File: config.mk
export PLATFORM = sky130hd
export DESIGN_NAME = btb_update_unit_flat
export DESIGN_NICKNAME = d
export VERILOG_FILES = /design/src/rtl/btb_update_unit_pkg.sv /design/src/rtl/btb_update_unit_if.sv /design/src/rtl/btb_update_unit_sat_counter16.sv /design/src/rtl/btb_update_unit.sv /design/src/flat_wrapper.sv
export SDC_FILE = /design/constraint.sdc
export NUM_CORES = 1
export LEC_CHECK = 0
export CORE_ASPECT_RATIO = 1.5
export CORE_MARGIN = 10
export CORE_UTILIZATION = 53
export CTS_BUF_LIST = sky130_fd_sc_hd__clkbuf_8 sky130_fd_sc_hd__clkbuf_16
export DETAILED_ROUTE_END_ITERATION = 12
export PLACE_DENSITY_LB_ADDON = 0.05
export SYNTH_ARGS = -nofsm -noshare
export SYNTH_HDL_FRONTEND = slang
export SYNTH_HIERARCHICAL = 1
export SYNTH_SLANG_ARGS = --single-unit
File: constraint.sdc
create_clock -name clk -period 5.25 [get_ports clk]
set_input_delay 1.05 -clock clk [delete_from_list [all_inputs] [get_ports clk]]
set_output_delay 1.05 -clock clk [all_outputs]
set_load 0.01 [all_outputs]
File: src/rtl/btb_update_unit_pkg.sv
// Shared constants and types for the BTB update (branch resolution) unit.
// Default widths, the BTB invalid-entry marker and the resolve FSM states.
package btb_update_unit_pkg;

    localparam int unsigned DEF_WORD_SIZE  = 16;
    localparam int unsigned DEF_INDEX_BITS = 8;
    localparam int unsigned STAT_BITS      = 16;

    localparam logic [DEF_WORD_SIZE-1:0] BTB_INVALID = 16'hFFFF;
    localparam logic [STAT_BITS-1:0]     STAT_MAX    = 16'hFFFF;

    typedef enum logic {
        ST_IDLE  = 1'b0,
        ST_FLUSH = 1'b1
    } state_e;

endpackage

File: src/rtl/btb_update_unit_if.sv
// Resolve-stage inputs and BTB/counter/fetch-redirect outputs of the update unit.
// Signal directions are named from the update unit's point of view.
interface btb_update_unit_if
    import btb_update_unit_pkg::*;
#(
    parameter int WORD_SIZE  = DEF_WORD_SIZE,
    parameter int INDEX_BITS = DEF_INDEX_BITS
);
    logic                          i_stall;
    logic                          i_res_valid;
    logic                          i_res_is_bj;
    logic                          i_res_is_cond;
    logic                          i_res_taken;
    logic [WORD_SIZE-1:0]          i_res_pc;
    logic [WORD_SIZE-1:0]          i_res_target;
    logic [WORD_SIZE-1:0]          i_pred_next_pc;

    logic                          o_redirect_valid;
    logic [WORD_SIZE-1:0]          o_redirect_pc;
    logic                          o_flush;
    logic                          o_btb_we;
    logic [INDEX_BITS-1:0]         o_btb_index;
    logic [WORD_SIZE-INDEX_BITS-1:0] o_btb_tag;
    logic [WORD_SIZE-1:0]          o_btb_target;
    logic                          o_ctr_update;
    logic                          o_update_taken;
    logic [STAT_BITS-1:0]          o_branch_count;
    logic [STAT_BITS-1:0]          o_mispredict_count;

    modport master (
        output i_stall, i_res_valid, i_res_is_bj, i_res_is_cond, i_res_taken,
               i_res_pc, i_res_target, i_pred_next_pc,
        input  o_redirect_valid, o_redirect_pc, o_flush, o_btb_we, o_btb_index,
               o_btb_tag, o_btb_target, o_ctr_update, o_update_taken,
               o_branch_count, o_mispredict_count
    );

    modport slave (
        input  i_stall, i_res_valid, i_res_is_bj, i_res_is_cond, i_res_taken,
               i_res_pc, i_res_target, i_pred_next_pc,
        output o_redirect_valid, o_redirect_pc, o_flush, o_btb_we, o_btb_index,
               o_btb_tag, o_btb_target, o_ctr_update, o_update_taken,
               o_branch_count, o_mispredict_count
    );

endinterface

File: src/rtl/btb_update_unit_sat_counter16.sv
// 16-bit event counter that sticks at all-ones instead of wrapping.
module btb_update_unit_sat_counter16
    import btb_update_unit_pkg::*;
(
    input  logic                 clk,
    input  logic                 reset,
    input  logic                 i_en,
    output logic [STAT_BITS-1:0] o_count
);

    logic [STAT_BITS-1:0] r_count;

    // NOTE: clocked state uses non-blocking (<=) so every flop samples pre-edge values.
    always_ff @(posedge clk) begin
        if (reset) begin
            r_count <= '0;
        end else if (i_en && (r_count != STAT_MAX)) begin
            r_count <= r_count + 1'b1;
        end
    end

    assign o_count = r_count;

endmodule

File: src/rtl/btb_update_unit.sv
// Resolves branches/jumps against the fetch prediction: writes the BTB, updates the
// global direction counter, and redirects/flushes fetch on a mispredict.
module btb_update_unit
    import btb_update_unit_pkg::*;
#(
    parameter int WORD_SIZE    = DEF_WORD_SIZE,
    parameter int INDEX_BITS   = DEF_INDEX_BITS,
    parameter int FLUSH_CYCLES = 2
)
(
    input  logic              clk,
    input  logic              reset,
    btb_update_unit_if.slave  bus
);

    localparam int TAG_BITS = WORD_SIZE - INDEX_BITS;
    localparam int FC_W     = (FLUSH_CYCLES > 1) ? $clog2(FLUSH_CYCLES) : 1;
    localparam logic [FC_W-1:0]      FC_LOAD      = FC_W'(FLUSH_CYCLES - 1);
    localparam logic [WORD_SIZE-1:0] INVALID_MARK = {WORD_SIZE{1'b1}};

    state_e              r_state;
    state_e              w_next_state;
    logic [FC_W-1:0]     r_flush_cnt;
    logic [FC_W-1:0]     w_next_flush_cnt;

    logic                w_accept;
    logic                w_mispredict;
    logic                w_btb_write;
    logic                w_ctr_write;
    logic [WORD_SIZE-1:0] w_seq_pc;
    logic [WORD_SIZE-1:0] w_actual_next;

    logic                 r_redirect_valid;
    logic [WORD_SIZE-1:0] r_redirect_pc;
    logic                 r_flush;
    logic                 r_btb_we;
    logic [INDEX_BITS-1:0] r_btb_index;
    logic [TAG_BITS-1:0]  r_btb_tag;
    logic [WORD_SIZE-1:0] r_btb_target;
    logic                 r_ctr_update;
    logic                 r_update_taken;
    logic [STAT_BITS-1:0] w_branch_count;
    logic [STAT_BITS-1:0] w_mispredict_count;

    // Wrong-path instructions arriving during FLUSH never reach any side effect.
    assign w_accept      = bus.i_res_valid & bus.i_res_is_bj & ~bus.i_stall & (r_state == ST_IDLE);
    assign w_seq_pc      = bus.i_res_pc + WORD_SIZE'(1);
    assign w_actual_next = bus.i_res_taken ? bus.i_res_target : w_seq_pc;
    assign w_mispredict  = w_accept & (w_actual_next != bus.i_pred_next_pc);
    // Not-taken entries are only invalidated when fetch actually predicted a jump away.
    assign w_btb_write   = w_accept & (bus.i_res_taken | (bus.i_pred_next_pc != w_seq_pc));
    assign w_ctr_write   = w_accept & bus.i_res_is_cond;

    always_ff @(posedge clk) begin
        if (reset) begin
            r_state     <= ST_IDLE;
            r_flush_cnt <= '0;
        end else begin
            r_state     <= w_next_state;
            r_flush_cnt <= w_next_flush_cnt;
        end
    end

    // NOTE: every always_comb output gets a default first so no path infers a latch.
    always_comb begin
        w_next_state     = r_state;
        w_next_flush_cnt = r_flush_cnt;
        case (r_state)
            ST_IDLE: begin
                if (w_mispredict) begin
                    w_next_state     = ST_FLUSH;
                    w_next_flush_cnt = FC_LOAD;
                end
            end
            ST_FLUSH: begin
                if (r_flush_cnt == '0) begin
                    w_next_state = ST_IDLE;
                end else begin
                    w_next_flush_cnt = r_flush_cnt - 1'b1;
                end
            end
            default: w_next_state = ST_IDLE;
        endcase
    end

    always_ff @(posedge clk) begin
        if (reset) begin
            r_redirect_valid <= 1'b0;
            r_redirect_pc    <= '0;
            r_flush          <= 1'b0;
            r_btb_we         <= 1'b0;
            r_btb_index      <= '0;
            r_btb_tag        <= '0;
            r_btb_target     <= '0;
            r_ctr_update     <= 1'b0;
            r_update_taken   <= 1'b0;
        end else begin
            r_redirect_valid <= w_mispredict;
            r_flush          <= (w_next_state == ST_FLUSH);
            r_btb_we         <= w_btb_write;
            r_ctr_update     <= w_ctr_write;
            if (w_mispredict) begin
                r_redirect_pc <= w_actual_next;
            end
            if (w_btb_write) begin
                r_btb_index  <= bus.i_res_pc[INDEX_BITS-1:0];
                r_btb_tag    <= bus.i_res_pc[WORD_SIZE-1:INDEX_BITS];
                r_btb_target <= bus.i_res_taken ? bus.i_res_target : INVALID_MARK;
            end
            if (w_ctr_write) begin
                r_update_taken <= bus.i_res_taken;
            end
        end
    end

    btb_update_unit_sat_counter16 u_branch_cnt (
        .clk     (clk),
        .reset   (reset),
        .i_en    (w_ctr_write),
        .o_count (w_branch_count)
    );

    btb_update_unit_sat_counter16 u_mispredict_cnt (
        .clk     (clk),
        .reset   (reset),
        .i_en    (w_mispredict),
        .o_count (w_mispredict_count)
    );

    assign bus.o_redirect_valid   = r_redirect_valid;
    assign bus.o_redirect_pc      = r_redirect_pc;
    assign bus.o_flush            = r_flush;
    assign bus.o_btb_we           = r_btb_we;
    assign bus.o_btb_index        = r_btb_index;
    assign bus.o_btb_tag          = r_btb_tag;
    assign bus.o_btb_target       = r_btb_target;
    assign bus.o_ctr_update       = r_ctr_update;
    assign bus.o_update_taken     = r_update_taken;
    assign bus.o_branch_count     = w_branch_count;
    assign bus.o_mispredict_count = w_mispredict_count;

endmodule
File: src/flat_wrapper.sv
// flat-port wrapper written by rule: the top's interface ports become plain ports
module btb_update_unit_flat import btb_update_unit_pkg::*;
#(
    parameter int WORD_SIZE    = DEF_WORD_SIZE,
    parameter int INDEX_BITS   = DEF_INDEX_BITS,
    parameter int FLUSH_CYCLES = 2
)
  (clk, reset, bus_i_stall, bus_i_res_valid, bus_i_res_is_bj, bus_i_res_is_cond, bus_i_res_taken, bus_i_res_pc, bus_i_res_target, bus_i_pred_next_pc, bus_o_redirect_valid, bus_o_redirect_pc, bus_o_flush, bus_o_btb_we, bus_o_btb_index, bus_o_btb_tag, bus_o_btb_target, bus_o_ctr_update, bus_o_update_taken, bus_o_branch_count, bus_o_mispredict_count);
  btb_update_unit_if #(.WORD_SIZE(WORD_SIZE), .INDEX_BITS(INDEX_BITS)) bus_i ();
  input  logic clk;
  input  logic reset;
  input wire logic [$bits(bus_i.i_stall)-1:0] bus_i_stall;
  input wire logic [$bits(bus_i.i_res_valid)-1:0] bus_i_res_valid;
  input wire logic [$bits(bus_i.i_res_is_bj)-1:0] bus_i_res_is_bj;
  input wire logic [$bits(bus_i.i_res_is_cond)-1:0] bus_i_res_is_cond;
  input wire logic [$bits(bus_i.i_res_taken)-1:0] bus_i_res_taken;
  input wire logic [$bits(bus_i.i_res_pc)-1:0] bus_i_res_pc;
  input wire logic [$bits(bus_i.i_res_target)-1:0] bus_i_res_target;
  input wire logic [$bits(bus_i.i_pred_next_pc)-1:0] bus_i_pred_next_pc;
  output wire logic [$bits(bus_i.o_redirect_valid)-1:0] bus_o_redirect_valid;
  output wire logic [$bits(bus_i.o_redirect_pc)-1:0] bus_o_redirect_pc;
  output wire logic [$bits(bus_i.o_flush)-1:0] bus_o_flush;
  output wire logic [$bits(bus_i.o_btb_we)-1:0] bus_o_btb_we;
  output wire logic [$bits(bus_i.o_btb_index)-1:0] bus_o_btb_index;
  output wire logic [$bits(bus_i.o_btb_tag)-1:0] bus_o_btb_tag;
  output wire logic [$bits(bus_i.o_btb_target)-1:0] bus_o_btb_target;
  output wire logic [$bits(bus_i.o_ctr_update)-1:0] bus_o_ctr_update;
  output wire logic [$bits(bus_i.o_update_taken)-1:0] bus_o_update_taken;
  output wire logic [$bits(bus_i.o_branch_count)-1:0] bus_o_branch_count;
  output wire logic [$bits(bus_i.o_mispredict_count)-1:0] bus_o_mispredict_count;
  assign bus_i.i_stall = bus_i_stall;
  assign bus_i.i_res_valid = bus_i_res_valid;
  assign bus_i.i_res_is_bj = bus_i_res_is_bj;
  assign bus_i.i_res_is_cond = bus_i_res_is_cond;
  assign bus_i.i_res_taken = bus_i_res_taken;
  assign bus_i.i_res_pc = bus_i_res_pc;
  assign bus_i.i_res_target = bus_i_res_target;
  assign bus_i.i_pred_next_pc = bus_i_pred_next_pc;
  assign bus_o_redirect_valid = bus_i.o_redirect_valid;
  assign bus_o_redirect_pc = bus_i.o_redirect_pc;
  assign bus_o_flush = bus_i.o_flush;
  assign bus_o_btb_we = bus_i.o_btb_we;
  assign bus_o_btb_index = bus_i.o_btb_index;
  assign bus_o_btb_tag = bus_i.o_btb_tag;
  assign bus_o_btb_target = bus_i.o_btb_target;
  assign bus_o_ctr_update = bus_i.o_ctr_update;
  assign bus_o_update_taken = bus_i.o_update_taken;
  assign bus_o_branch_count = bus_i.o_branch_count;
  assign bus_o_mispredict_count = bus_i.o_mispredict_count;
  btb_update_unit #(.WORD_SIZE(WORD_SIZE), .INDEX_BITS(INDEX_BITS), .FLUSH_CYCLES(FLUSH_CYCLES)) u_core (.clk(clk), .reset(reset), .bus(bus_i));
endmodule
==> run_results.csv <==
group,metric,value,unit
pwr,ir_worst_vdd,0.242,mV
clock_tree,cts_tree,"done",
detailed_routing,vias,5305,
timing,setup_viol_count_final,0,
synthesis,synth.most_common_cell,"dfxtp_1",
global_route,grt_usage,23.7,%
timing,finClkSkew,0.00772,ns
timing,hold_viol_final,0,
hold_path,holdPathStages,2,
clock_tree,cts_setup_buffers,0,
critical_path,cp_slowest_stage_delay,0.61,ns
layout,syn_to_final_growth,34.1,%
placement,gp_congestion,0.931,
clock_tree,htreeDepth,3,
layout,drive_gt1_share,7.05,%
timing,relSlewSlack,43.9,%
critical_path,path_max_fanout,11,
global_route,grt_overflow,0,
clock_tree,cts_hold_repair.buffers,0,
synthesis,syn_area_per_cell,8.39,µm²
timing,whs,0.459,ns
placement,place_ws,0.347,ns
run,maxCapViolCount,0,
timing,drv_slew,0,
clock_tree,insertion_delay,0.34,ns
timing,tightest_slew,0.835,ns
detailed_routing,viasPerCell,6.22,
layout,fin_nets,792,
synthesis,seq_area_frac_synth,33.4,%
floorplan,die_h,141,µm
timing,tns,0,ns
timing,finalWorstSetupSlack,0.635,ns
timing,post-route-period-util,87.9,%
floorplan,initial_core_util,53.8,%
critical_path,r2r_slack,2.71,ns
timing,fmax,217,MHz
critical_path,crit_path_end_kind,"flip-flop",
synthesis,async_flop_share,0,%
synthesis,synth_fp_nets,672,
critical_path,cp_common_cell,"mux2_2",
detailed_routing,first_iter_violations,318,
detailed_routing,drc,0,
critical_path,cpLargestDelayFamily,"simple AND/OR/NAND/NOR gates",
floorplan,ioPinCount,140,
hold_path,min-delay-start,"u_core/bus.o_update_taken$_SDFFE_PP0P_",
timing,period_needed,4.62,ns
clock_tree,cts_root_buf,"clkbuf_16",
clock_tree,cts_resized,0,
critical_path,reg2reg_to,"u_core/u_mispredict_cnt/o_count[11]$_SDFFE_PP0P_",
floorplan,chipWidth,100,µm
synthesis,netlist_instances,614,
layout,antennaDiodeCount,0,
synthesis,synth_cell_type_count,70,
timing,rsz0062_at_grt,"no",
global_route,grt_max_degree,83,
layout,utilization,72.1,%
synthesis,netlist.top_cell.by_area,"dfxtp_1",
hold_path,hold_class,"flip-flop to flip-flop",
synthesis,ys_top_cells_by_area,"dfxtp_1 (33%), mux2i_1 (5.2%), xnor2_1 (4.8%), a21oi_1 (3.9%), nor2_1 (3.9%)",
critical_path,arrival,4.84,ns
synthesis,synth_common_cells,"dfxtp_1 (86), nor2_1 (53), a21oi_1 (40)",
floorplan,rows,44,
detailed_routing,first_pass_iters,5,
run_status,status,"finished clean",
critical_path,required,5.48,ns
critical_path,slowest_stage,"clkdlybuf4s50_1",
pwr,p_leak,2.54,nW
detailed_routing,ant_nets,0,
placement,hpwl,13300,µm
synthesis,syn_area,5150,µm²
synthesis,yosys_warnings,6,
critical_path,start_kind,"input port",
detailed_routing,wl,17400,µm
critical_path,path_class,"input port to flip-flop",
critical_path,r2r_start,"u_core/bus.o_flush$_SDFF_PP0_",
placement,port-buffer-count,139,
hold_path,whs_endpoint,"u_core/bus.o_update_taken$_SDFFE_PP0P_",
synthesis,synth-edff-count,0,
detailed_routing,wire_per_inst,20.3,µm
critical_path,reg2reg_depth,6,
floorplan,core_area,9580,µm²
global_route,grt_pass1_vias,5079,
global_route,antenna_found_initial,0,
pwr,power_density,238,nW/µm²
synthesis,synth-seq-cells,86,
critical_path,crit_chain,"clkdlybuf4s50_1 > ha_1 > nand4_2 > nor4_1 > mux2_2 > nor3_1 > a2111o_1 > a2111oi_4 > nor2_2 > nand2_1 > nor4bb_1 > mux2_2",
synthesis,synth_top_area_share,33.4,%
clock_tree,clkTransAtPathRegs,0.06,ns
clock_tree,cts_num_sinks,86,
pwr,power.total,1.65,mW
clock_tree,clockBufferDepth,2,
global_route,grt_pass1_wl,27400,µm
synthesis,ys.flop_type,"dfxtp_1",
clock_tree,cts_buffers,9,
critical_path,path_buf_inv,1,
floorplan,dieArea,14100,µm²
placed cells by master (no fill, tap or decap), types with 10 or more instances in the layout:
cell type	instances
a21oi_1	40
and4_1	10
clkdlybuf4s50_1	138
dfxtp_1	86
inv_1	21
mux2i_1	27
nand2_1	26
nand2b_1	15
nand3_1	27
nand4_1	13
nor2_1	53
nor2b_1	11
nor3_1	31
o21ai_0	19
o21ai_1	12
o31ai_1	14
or4_1	18
xnor2_1	28
xor2_1	11
cell type report:
class / count / area (µm²)
Clock buffer: 10 / 239
Clock inverter: 5 / 83.8
Fill cell: 756 / 2670
Inverter: 22 / 82.6
Multi-Input combinational cell: 467 / 3180
Sequential cell: 86 / 1720
Tap cell: 115 / 144
Timing Repair Buffer: 148 / 1450
how the worst max path moves through the flow:
stage / startpoint / end / slack (ns) / cells past startpoint
after floorplan: bus_i_res_pc[0] / u_core/u_mispredict_cnt/o_count[6]$_SDFFE_PP0P_ / 1.32 / 12
after global placement: bus_i_res_pc[4] / u_core/u_mispredict_cnt/o_count[11]$_SDFFE_PP0P_ / 0.50 / 11
after detailed placement: bus_i_res_pc[1] / u_core/u_mispredict_cnt/o_count[11]$_SDFFE_PP0P_ / 0.35 / 12
after CTS: bus_i_res_pc[1] / u_core/u_mispredict_cnt/o_count[11]$_SDFFE_PP0P_ / 0.70 / 12
after global routing: bus_i_res_pc[1] / u_core/u_mispredict_cnt/o_count[11]$_SDFFE_PP0P_ / 0.34 / 12
final: bus_i_res_pc[1] / u_core/u_mispredict_cnt/o_count[11]$_SDFFE_PP0P_ / 0.63 / 12
sequential cells by signal, indices dropped and copies added (netlist names):
name                             flops
u_core/u_branch_cnt/o_count         16
u_core/r_flush_cnt                   1
u_core/bus.o_ctr_update              1
u_core/u_mispredict_cnt/o_count     16
u_core/bus.o_flush                   1
u_core/bus.o_redirect_pc            16
u_core/bus.o_btb_we                  1
u_core/bus.o_btb_target             16
u_core/bus.o_btb_tag                 8
u_core/bus.o_update_taken            1
u_core/bus.o_redirect_valid          1
u_core/bus.o_btb_index               8
power breakdown:
part / switching [mW] / internal [mW] / leakage [nW]
combinational: 0.144 / 0.129 / 1.68
clock: 0.264 / 0.430 / 0.162
sequential: 0.00950 / 0.670 / 0.697
kinds of logic (layout without fill, tap and decap cells):
family          Yosys count  count (layout)  synth area share, %
simple gates            252             252                 28.4
compound gates          139             139                 18.2
flops                    86              86                 33.4
buf+inv                  61             185                 5.00
xor+xnor                 43              43                 8.40
mux                      30              30                 5.90
fa+ha+maj                 3               3                0.729
worst reg2reg max path: cells and delay by family (launching register included):
| kind | cells | cell delay, ns |
|---|---|---|
| AND/OR/NAND/NOR | 4 | 1.63 |
| multiplexers | 1 | 0.38 |
| flip-flops | 1 | 0.33 |
| buffers and inverters | 1 | 0.09 |
metrics by stage:
stage	cells	area [µm²]
2_1_floorplan	614	5150
5_1_grt	853	6910
6_report	853	6910
3_3_place_gp	838	6590
4_1_cts	853	6910
3_5_place_dp	838	6590
layer usage:
layer  vias to the layer above  share of wire [%]  wire (µm)  GRT usage, %
met2                       212                 49       8560          38.6
met3                        37                7.6       1320          6.85
met4                         0                3.4        592          10.1
met1                      2530                 40       6880          28.1
li1                       2526                  -          -             -
met5                         -                  0          0             0
(Power assumes the default switching activity.)
